$ cat src/rtl/mem_ctrl.sv
// mem_ctrl: load/store sequencer between the CPU control unit and a word-addressed RAM.
// Latency: WAIT_STATES+3 cycles from accept to resp_valid (1 cycle for an out-of-range
// request when MEM_CTRL_BOUNDS_CHECK_EN is defined). Backpressure: req_ready only in IDLE.
module mem_ctrl #(
  parameter int DATA_W      = 32,
  parameter int ADDR_W      = 32,
  parameter int WAIT_STATES = 1,
  parameter int DEPTH       = 512
) (
  input  logic              clock,
  input  logic              reset,
  input  logic              req_valid,
  output logic              req_ready,
  input  logic              req_write,
  input  logic [ADDR_W-1:0] req_addr,
  input  logic [DATA_W-1:0] req_wdata,
  output logic              resp_valid,
  output logic [DATA_W-1:0] resp_rdata,
  output logic              resp_error,
  output logic [ADDR_W-1:0] mem_address,
  output logic [DATA_W-1:0] mem_data_in,
  output logic              mem_read,
  output logic              mem_write,
  input  logic [DATA_W-1:0] mem_data_out
);

  localparam int CNT_W = (WAIT_STATES > 0) ? $clog2(WAIT_STATES + 1) : 1;

  typedef enum logic [1:0] {
    IDLE   = 2'd0,
    SETUP  = 2'd1,
    STROBE = 2'd2,
    RESP   = 2'd3
  } state_e;

  state_e            state_q;
  logic              write_q;
  logic [CNT_W-1:0]  cnt_q;
  logic              resp_valid_q;
  logic              resp_error_q;
  logic [DATA_W-1:0] resp_rdata_q;
  logic [ADDR_W-1:0] mem_address_q;
  logic [DATA_W-1:0] mem_data_in_q;
  logic              mem_read_q;
  logic              mem_write_q;

  logic accept;
  logic out_of_range;

  // Ready is held low while reset is asserted so nothing is accepted during reset.
  assign req_ready = (state_q == IDLE) && !reset;
  assign accept    = req_valid && req_ready;

`ifdef MEM_CTRL_BOUNDS_CHECK_EN
  localparam logic [ADDR_W:0] DEPTH_X = (ADDR_W + 1)'(DEPTH);
  // Zero-extended compare so DEPTH may equal 2**ADDR_W without overflow.
  assign out_of_range = ({1'b0, req_addr} >= DEPTH_X);
`else
  logic unused_depth;
  assign unused_depth = (DEPTH > 0);
  assign out_of_range = 1'b0;
`endif

  // Controller FSM; every output except req_ready is a register written here.
  always_ff @(posedge clock) begin
    if (reset) begin
      state_q       <= IDLE;
      write_q       <= 1'b0;
      cnt_q         <= '0;
      resp_valid_q  <= 1'b0;
      resp_error_q  <= 1'b0;
      resp_rdata_q  <= '0;
      mem_address_q <= '0;
      mem_data_in_q <= '0;
      mem_read_q    <= 1'b0;
      mem_write_q   <= 1'b0;
    end else begin
      case (state_q)
        IDLE: begin
          if (accept) begin
            write_q <= req_write;
            if (out_of_range) begin
              // Rejected request: answer immediately, never touch the RAM.
              state_q      <= RESP;
              resp_valid_q <= 1'b1;
              resp_error_q <= 1'b1;
              resp_rdata_q <= '0;
            end else begin
              // Address/data go out one cycle ahead of the strobe.
              state_q       <= SETUP;
              mem_address_q <= req_addr;
              mem_data_in_q <= req_write ? req_wdata : '0;
            end
          end
        end
        SETUP: begin
          state_q     <= STROBE;
          cnt_q       <= CNT_W'(WAIT_STATES);
          mem_write_q <= write_q;
          mem_read_q  <= !write_q;
        end
        STROBE: begin
          if (cnt_q == '0) begin
            // Strobe drops while address/data stay put for the RESP cycle.
            state_q      <= RESP;
            mem_write_q  <= 1'b0;
            mem_read_q   <= 1'b0;
            resp_valid_q <= 1'b1;
            resp_error_q <= 1'b0;
            if (!write_q) begin
              resp_rdata_q <= mem_data_out;
            end
          end else begin
            cnt_q <= cnt_q - 1'b1;
          end
        end
        RESP: begin
          state_q       <= IDLE;
          resp_valid_q  <= 1'b0;
          resp_error_q  <= 1'b0;
          mem_address_q <= '0;
          mem_data_in_q <= '0;
        end
        default: begin
          state_q <= IDLE;
        end
      endcase
    end
  end

  assign resp_valid  = resp_valid_q;
  assign resp_error  = resp_error_q;
  assign resp_rdata  = resp_rdata_q;
  assign mem_address = mem_address_q;
  assign mem_data_in = mem_data_in_q;
  assign mem_read    = mem_read_q;
  assign mem_write   = mem_write_q;

endmodule

$ cat config.mk
export PLATFORM = sky130hd
export DESIGN_NAME = mem_ctrl
export DESIGN_NICKNAME = d
export VERILOG_FILES = /design/src/rtl/mem_ctrl.sv
export SDC_FILE = /design/constraint.sdc
export NUM_CORES = 1
export LEC_CHECK = 0
export CAP_MARGIN = 15
export CORE_MARGIN = 4
export CORE_UTILIZATION = 25
export CTS_CLUSTER_SIZE = 24
export DETAILED_ROUTE_END_ITERATION = 10
export PLACE_DENSITY = 0.65
export SETUP_SLACK_MARGIN = 0.5
export SYNTH_ARGS = -nofsm -noshare
export SYNTH_HDL_FRONTEND = slang
export SYNTH_SLANG_ARGS = --single-unit
$ cat constraint.sdc
create_clock -name clock -period 3.1 [get_ports clock]
set_clock_uncertainty 0.1 [all_clocks]
set_input_delay 0.62 -clock clock [delete_from_list [all_inputs] [get_ports clock]]
set_output_delay 0.62 -clock clock [all_outputs]
set_load 0.05 [all_outputs]
* Word-level counts from Yosys, hierarchy flattened
Cells that the tools add are included.
Storage, ports and cells: output and inout port bits 101, register bits after elaboration 104, logic and storage cells 48
Cells by class: multiplexer cells 16, bitwise gates (word level) 2, equal/unequal tests 5, add/subtract/negate cells 1, reduce and logical (&&, ||, !) cells 14
Operators by type and width (number):
- $pmux 32 s2 | 2
- $mux 32 | 3
- $pmux 1 s2 | 5
- $reduce_and 2->1 | 5
- $pmux 2 s4 | 1
- $reduce_bool 2->1 | 3
- $eq 2x2->1 const B | 2
- $mux 2 | 2
- $ne 2x2->1 const B | 2
- $mux 1 | 3
- $reduce_and 3->1 | 1
- $eq 2x1->1 const B | 1
- $logic_and 1x1->1 | 2
- $logic_not 1->1 | 2
- $logic_not 2->1 | 1
- $not 1->1 | 2
- $sub 1x1->1 const B | 1

* Depth between registers and ports, before layout
Gate-level depths: netlist (run 1).
depth in word-level cells 5, gate-level depth with buffers 8, gate-level depth less buffers 5

* Worst setup path before layout (run 1)
No wires, ideal clock.
path type input to output, start point in reset, end point out req_ready, buffers on the path 2, path slack 667 ps, data required time 2380 ps, arrival time 1713 ps, cell stages on the path 3, cells stage by stage clkbuf_1 clkbuf_1 nor2b_1
Between the ends: cells in the longest elaborated chain, start to end 2
Ends and longest elaborated chain:
- from (decl) | line 11 | input logic reset,
- $logic_not 1->1 | line 51 | assign req_ready = (state_q == IDLE) && !reset;
- $logic_and 1x1->1 | line 51
- to (decl) | line 13 | output logic req_ready,
Every way passes these cells.

* Worst setup path after layout (run 1)
start point reg state_q[0], end point reg mem_data_in_q[0], in the netlist mem_data_in[0]
Between the ends: cells in the longest elaborated chain, start to end 5
Ends and longest elaborated chain:
- from (decl) | line 36 | state_e state_q;
- from (signal assigned) | line 67 | state_q <= IDLE;
- from (signal assigned) | line 84 | state_q <= RESP;
- from (signal assigned) | line 90 | state_q <= SETUP;
- $logic_not 2->1 | line 51, 78
- $logic_and 1x1->1 | line 51
- $logic_and 1x1->1 | line 52 | assign accept = req_valid && req_ready;
- $ne 2x2->1 (no line)
- $reduce_and 2->1 (no line)
- to (signal assigned) | line 92 | mem_data_in_q <= req_write ? req_wdata : '0;
- to (decl) | line 43 | logic [DATA_W-1:0] mem_data_in_q;
Several ways; a longest one is shown, not always the timed one. A chain may end at the register's enable or synchronous reset.

==> results of run 1 <==
kinds of logic (layout without fill, tap and decap cells):
group                    Yosys count  count (layout)
flip-flops                       103             103
AND/OR/NAND/NOR                  117             117
multiplexers                       1               1
AO/OA/AOI/OAI                    107             107
other                              1               1
buffers and inverters             41             226
adder cells (fa/ha/maj)            5               5
worst min-delay path by stage:
stage                   start              to  slack, ps  cells after the start
2_1_floorplan         write_q         write_q        380                      2
3_3_place_gp    resp_rdata[7]   resp_rdata[7]        340                      2
3_5_place_dp    resp_rdata[9]   resp_rdata[9]        350                      2
4_1_cts         resp_rdata[9]   resp_rdata[9]        360                      2
5_1_grt        resp_rdata[13]  resp_rdata[13]        380                      2
6_report        resp_rdata[9]   resp_rdata[9]        350                      2
per-layer routing:
metal  vias up  routed length [um]
met5         -                   0
met4         0                 288
met3        23                 852
met2       140                5450
met1      1603                4990
li1       1705                   -
state kept, by name, indices dropped and copies added (netlist names):
signal,flops
mem_address,32
mem_data_in,32
resp_rdata,32
state_q,2
cnt_q,1
mem_read,1
mem_write,1
resp_valid,1
write_q,1
through the flow:
stage	cells	cell area (um^2)	utilization	power, mW	setup WS [ps]
2_1_floorplan	375	3780	-	3.09	667
3_3_place_gp	728	5890	0.401	3.76	510
3_5_place_dp	728	5890	0.401	3.81	483
4_1_cts	744	6180	0.421	4.91	792
5_1_grt	744	6180	0.421	5.09	654
6_report	744	6180	0.421	4.84	803
power by group:
part	leakage (nW)	switching (mW)	total, mW	internal [mW]
Combinational	1.20	1.33	2.07	0.740
Clock	0.143	0.467	1.08	0.611
Sequential	0.838	0.136	1.70	1.56
cell usage in the layout, fill, tap and decap left out, drive strengths merged:
cell type and instances:
nor3b 3, and2 2, nand2 66, clkdlybuf4s50 197, ha 5, mux2i 1, nand3 1, or2 1
a22o 32, a31o 32, nand3b 2, inv 3, a211oi 3, conb 1, a21o 1, clkinv 2
nand2b 3, or3b 2, nor2 2, nor2b 2, o21ai 3, dfxtp 103, and3b 1, clkbuf 14
a21oi 36, buf 10, nor4b 32
cell type report:
class | instances | share of cell area
inverter | 3 | 0.00182
timing repair buffer | 207 | 0.331
multi-input combinational | 231 | 0.250
tap | 184 | 0.0372
sequential | 103 | 0.334
clock inverter | 2 | 0.00223
clock buffer | 14 | 0.0443
worst register-to-register path, delay by kind of cell (launching register included):
kind	cells	cell delay (ps)
and+or+nand+nor	2	1070
DFF	1	330
adders and majority gates	1	330
AOI/OAI and AO/OA	1	290
buffers and inverters	1	130
==> run_results.csv, run 1 <==
group,metric,value,unit
timing,setup_viol_count_final,0,
yosys,synth_area,0.00378,mm^2
worst_setup_path,worst_r2r_startpoint,"state_q[0]",
timing,holdWs,355,ps
finish,layout.filler_cells,1373,
placed_design,detailedPlacementHpwl,8.48,mm
worst_setup_path,crit_buf_inv,1,
clock_tree,post_cts_buffers,0,
yosys,synthTopCellsByCount,"103 x sky130_fd_sc_hd__dfxtp_1, 66 x sky130_fd_sc_hd__nand2_1, 36 x sky130_fd_sc_hd__a21oi_1",
clock_tree,clk_pin_slew,70,ps
timing,post_route_minimum_period,2300,ps
finish,ratio_of_cells_with_drive_above_1_in_the_final_layout,0.0571,
worst_setup_path,max_stage_delay,860,ps
timing,max_slew.worst_pin.slew,1140,ps
route,detail_route.iter0.violations,126,
placed_design,gp_congestion,0.750,
yosys,yosysMostFrequentCell,"sky130_fd_sc_hd__dfxtp_1",
timing,total_negative_setup_slacks,0,ps
clock_tree,clockBufferDepth,2,
yosys,syn_area_per_cell,10.1,um^2
yosys,post_synth_num_cell_types,30,
timing,max_clock_freq,435,MHz
yosys,yosys.area_share.adder,0.0165,
clock_tree,hold_buffers,0,
global_routing,grt_max_degree,47,
power_and_ir_drop,power.static_leakage,2.18,nW
worst_setup_path,critical_path_depth,5,
timing,share_of_the_clock_period_used_by_the_worst_path,0.741,
yosys,netlist.area_leader.share,0.545,
timing,rsz0062_at_grt,"false",
global_routing,global_router_s_overall_resource_usage,0.129,
finish,fin_nets,660,
route,drc,0,
finish,insertedDiodeCount,0,
global_routing,grt_first_pass_wirelength,17.4,mm
worst_setup_path,cell_family_with_the_largest_share_of_critical_path_delay,"simple AND/OR/NAND/NOR gates",
route,route.vias.total,3471,
yosys,synth_xor_area_frac,0,
yosys,synthDominantAreaCellType,"sky130_fd_sc_hd__dfxtp_1",
global_routing,most_congested_layer_reported_by_global_routing,"met2",
global_routing,grt_overflow,0,
yosys,synth.area.mux_share,0.00264,
worst_setup_path,setup.worst_path.start_class,"register",
global_routing,antenna_violations_before_repair,0,
worst_setup_path,timing.critical_path.to_type,"register",
global_routing,grt_util_met3,0.0451,
placed_design,placement.io_buffers,199,
worst_setup_path,crit_end,"mem_data_in[0]",
flow_run,drv_cap,0,
yosys,synth.yosys.seq_area_share,0.545,
route,ant_nets,0,
global_routing,globalRouteMet2Util,0.200,
floorplanning,dieArea,0.0172,mm^2
clock_tree,worstSkewPairLatency,340,ps
timing,final-max-slew-violation-count,0,
worst_setup_path,slowest_stage,"sky130_fd_sc_hd__or2_1",
floorplanning,die_h,131,um
yosys,synthCells,375,
yosys,syn_nets,480,
yosys,synth-compound-area-share,0.208,
worst_hold_path,hold_class,"reg -> reg",
worst_setup_path,cp_data_required_time,3290,ps
floorplanning,die_span_x,131,um
clock_tree,tritoncts_clock_tree,"built",
clock_tree,cts.repair.resized,0,
finish,multi_input_logic_area,0.00155,mm^2
worst_setup_path,worstPathCellList,"inv_1, ha_1, and3b_1, or2_1, a31o_2",
route,drt-wirelength-per-cell,15.6,um
yosys,yosysWarningCount,0,
floorplanning,initial_utilization,0.257,
global_routing,grt_pass1_vias,3487,
finish,seq_cell_area,0.00206,mm^2
floorplanning,placeableCoreArea,0.0147,mm^2
clock_tree,ctsRootBufferMaster,"sky130_fd_sc_hd__clkbuf_16",
yosys,synth_simple_gate_area_frac,0.176,
clock_tree,cts_buffers,9,
yosys,synth_top_family_by_area,"compound AO/OA/AOI/OAI gates",
floorplanning,floorplan.rows,44,
worst_setup_path,worst-r2r-setup-slack,800,ps
worst_setup_path,crit_path_class,"reg -> reg",
status,run_status,"finished, final reports clean",
global_routing,global_route.usage.met1,0.160,
yosys,ys_async_sr_fraction,0,
worst_setup_path,cp.arrival,2480,ps
worst_setup_path,timing.critical_path.fanout_max,32,
clock_tree,htreeDepth,3,
yosys,ys_ff_latch,103,
route,first_pass_iters,4,
yosys,synthFlopType,"sky130_fd_sc_hd__dfxtp_1",
yosys,synth_top_cells_by_area,"sky130_fd_sc_hd__dfxtp_1 54%, sky130_fd_sc_hd__a22o_1 7.4%, sky130_fd_sc_hd__nor4b_1 7.4%, sky130_fd_sc_hd__a31o_1 6.9%, sky130_fd_sc_hd__nand2_1 6.5%",
clock_tree,clock_sink_count,103,
power_and_ir_drop,powerDensity,783,mW/mm^2
yosys,synth_edf_count,0,
timing,hold_viol_final,0,
worst_setup_path,worst-r2r-cell-count,5,
power_and_ir_drop,power.ir.vdd_worst,0.000465,V
worst_setup_path,r2r_end,"mem_data_in[0]",
floorplanning,ioPinCount,201,
route,detail_route.vias_per_cell,4.67,
timing,slew_headroom,0.243,
route,routed_wirelength,11.6,mm
finish,area_growth,63.3,%
worst_setup_path,critical_path.startpoint,"state_q[0]",
Power figures use the tool's default switching activity.
==> inputs of run 2 (changes only) <==
==> constraint.sdc (replaced) <==
create_clock -name clock -period 2.21 [get_ports clock]
set_clock_uncertainty 0.1 [all_clocks]
set_input_delay 0.442 -clock clock [delete_from_list [all_inputs] [get_ports clock]]
set_output_delay 0.442 -clock clock [all_outputs]
set_load 0.05 [all_outputs]
==> run 2 against run 1 <==
Cell area increased by 6.7%; sequential power rose by 42%; sequential share of layout area decreased by 2.0 points; register-to-register slack got worse by 400 ps; global-route usage rose by 1.3 points; die area unchanged; clock-buffer cell count shrank 5; via count is 5.8% higher; worst setup slack got worse by 400 ps; clock power up 40%; utilization grew 2.8 points.
==> run_results.csv, run 2 (same netlist as run 1, synthesis figures left out) <==
group,metric,value,unit
status,run_status,"finished, final reports clean",
timing,slew_headroom,0.632,
floorplanning,die_span_x,131,um
clock_tree,clk_pin_slew,70,ps
timing,max_slew.worst_pin.slew,552,ps
finish,most_common_library_cell_in_the_layout_ignoring_fill_and_taps,"sky130_fd_sc_hd__dfxtp_1",
clock_tree,ctsRootBufferMaster,"sky130_fd_sc_hd__clkbuf_16",
placed_design,gp_congestion,0.766,
route,ant_nets,0,
worst_setup_path,max_stage_delay,360,ps
worst_setup_path,setup.worst_path.start_class,"register",
worst_setup_path,cp_data_required_time,2350,ps
timing,final-max-slew-violation-count,0,
route,detail_route.vias_per_cell,4.80,
timing,max_clock_freq,552,MHz
flow_run,drv_cap,0,
power_and_ir_drop,power.static_leakage,2.34,nW
route,detail_route.iter0.violations,143,
clock_tree,tritoncts_clock_tree,"built",
timing,setup_viol_count_final,0,
global_routing,grt_max_degree,75,
floorplanning,floorplan.rows,44,
timing,rsz0062_at_grt,"true",
worst_setup_path,slowest_stage,"sky130_fd_sc_hd__dfxtp_4",
floorplanning,ioPinCount,201,
finish,multi_input_logic_area,0.00164,mm^2
finish,seq_cell_area,0.00207,mm^2
worst_setup_path,worstPathCellList,"ha_1, nor2b_4, buf_12, or2_4, buf_4, a31o_1",
clock_tree,clockBufferDepth,2,
finish,fin_nets,681,
worst_setup_path,timing.critical_path.fanout_max,33,
route,routed_wirelength,12.8,mm
global_routing,grt_first_pass_wirelength,19.0,mm
clock_tree,htreeDepth,3,
floorplanning,initial_utilization,0.257,
worst_setup_path,timing.critical_path.to_type,"register",
route,drt-wirelength-per-cell,16.7,um
timing,share_of_the_clock_period_used_by_the_worst_path,0.819,
worst_setup_path,worst_r2r_startpoint,"state_q[0]",
timing,finalWorstSetupSlack,400,ps
route,first_pass_iters,4,
clock_tree,cts_buffers,9,
global_routing,grt_overflow,0,
placed_design,detailedPlacementHpwl,8.27,mm
timing,post_route_minimum_period,1810,ps
finish,finalCoreUtilization,0.449,
worst_setup_path,worst-r2r-cell-count,6,
floorplanning,die_h,131,um
worst_hold_path,depth_of_the_worst_hold_timing_path,2,
worst_setup_path,cp.arrival,1950,ps
placed_design,pre_cts_slack,-321,ps
finish,insertedDiodeCount,0,
finish,most-common-layout-cells,"101 x sky130_fd_sc_hd__dfxtp_1, 99 x sky130_fd_sc_hd__clkdlybuf4s15_2, 97 x sky130_fd_sc_hd__clkdlybuf4s50_1, 65 x sky130_fd_sc_hd__nand2_1, 36 x sky130_fd_sc_hd__a21oi_1",
global_routing,antenna_violations_before_repair,0,
worst_hold_path,hold_class,"reg -> reg",
power_and_ir_drop,powerDensity,1090,mW/mm^2
route,drc,0,
clock_tree,worstSkewPairLatency,350,ps
finish,area_growth,74.2,%
floorplanning,dieArea,0.0172,mm^2
global_routing,grt_pass1_vias,3701,
worst_setup_path,crit_path_class,"reg -> reg",
route,route.vias.total,3674,
finish,layout.filler_cells,1395,
finish,ratio_of_cells_with_drive_above_1_in_the_final_layout,0.284,
floorplanning,placeableCoreArea,0.0147,mm^2
global_routing,global_router_s_overall_resource_usage,0.141,
power_and_ir_drop,power.ir.vdd_worst,0.000449,V
worst_hold_path,hold_path_startpoint,"resp_rdata[13]",
timing,hold_viol_final,0,
placed_design,placement.io_buffers,199,
clock_tree,clock_sink_count,103,
worst_setup_path,critical_path.startpoint,"state_q[0]",
==> run 2: cell types whose count changed in the layout (fill, tap and decap cells not counted), sizes merged <==
cell,delta
inv,+3
buf,+17
nor3b,+1
dlygate4sd2,+1
or3b,+3
clkbuf,-5
clkinvlp,+2
clkdlybuf4s50,-100
clkdlybuf4s15,+99
==> run 2: worst max-delay path, delay by kind of cell, from the launching register on <==
kind,cells,cell delay (ps)
compound gates,1,220
simple gates,2,430
flops,1,360
fa+ha+maj,1,240
buf+inv,2,340
==> run 2: what timing repair did <==
item / CTS / global route
setup endpoints to repair: 196 / 97
cloned: 5 / 0
gates resized for setup: 315 / 6
pin swaps: 2 / 1
setup buffers: 9 / 4
hold buffers: 0 / 0
hold endpoints to repair: 0 / 0
==> run 2: cell type report <==
type,count,area share
clock inverters,7,0.00835
repair buffers,224,0.358
multi-input cells,235,0.248
inverters,3,0.00247
well taps,184,0.0349
flip-flops and latches,103,0.314
clock buffers,9,0.0342
==> run 2: worst paths after layout <==
path / end / slack [ps]
worst min-delay path: resp_rdata[13] / 360
worst max-delay path: mem_data_in[7] / 400
worst max register to register: mem_data_in[7] / 400
worst min register to register: resp_rdata[13] / 360
==> run 2: metrics by stage <==
step	area (um^2)	cells	TNS [ps]	hold slack (ps)	total power, mW
after global placement	5970	731	-6490	342	5.40
after CTS	6550	761	0	359	7.16
after global routing	6590	765	0	372	7.53
after floorplan	3820	375	0	376	4.41
after detailed placement	5970	731	-10080	349	5.45
final	6590	765	0	357	7.16
==> run 2: power breakdown <==
| part | internal (mW) | switching (mW) | total [mW] |
|---|---|---|---|
| clock network | 0.776 | 0.731 | 1.51 |
| logic | 1.25 | 1.99 | 3.24 |
| registers | 2.20 | 0.217 | 2.42 |
==> run 2: metal layers <==
metal | share of wire | wire length [um] | global-route usage
met1 | 0.42 | 5430 | 0.173
met5 | 0 | 0 | 0
met2 | 0.49 | 6230 | 0.231
met4 | 0.0049 | 63 | 0.0375
met3 | 0.083 | 1070 | 0.0565
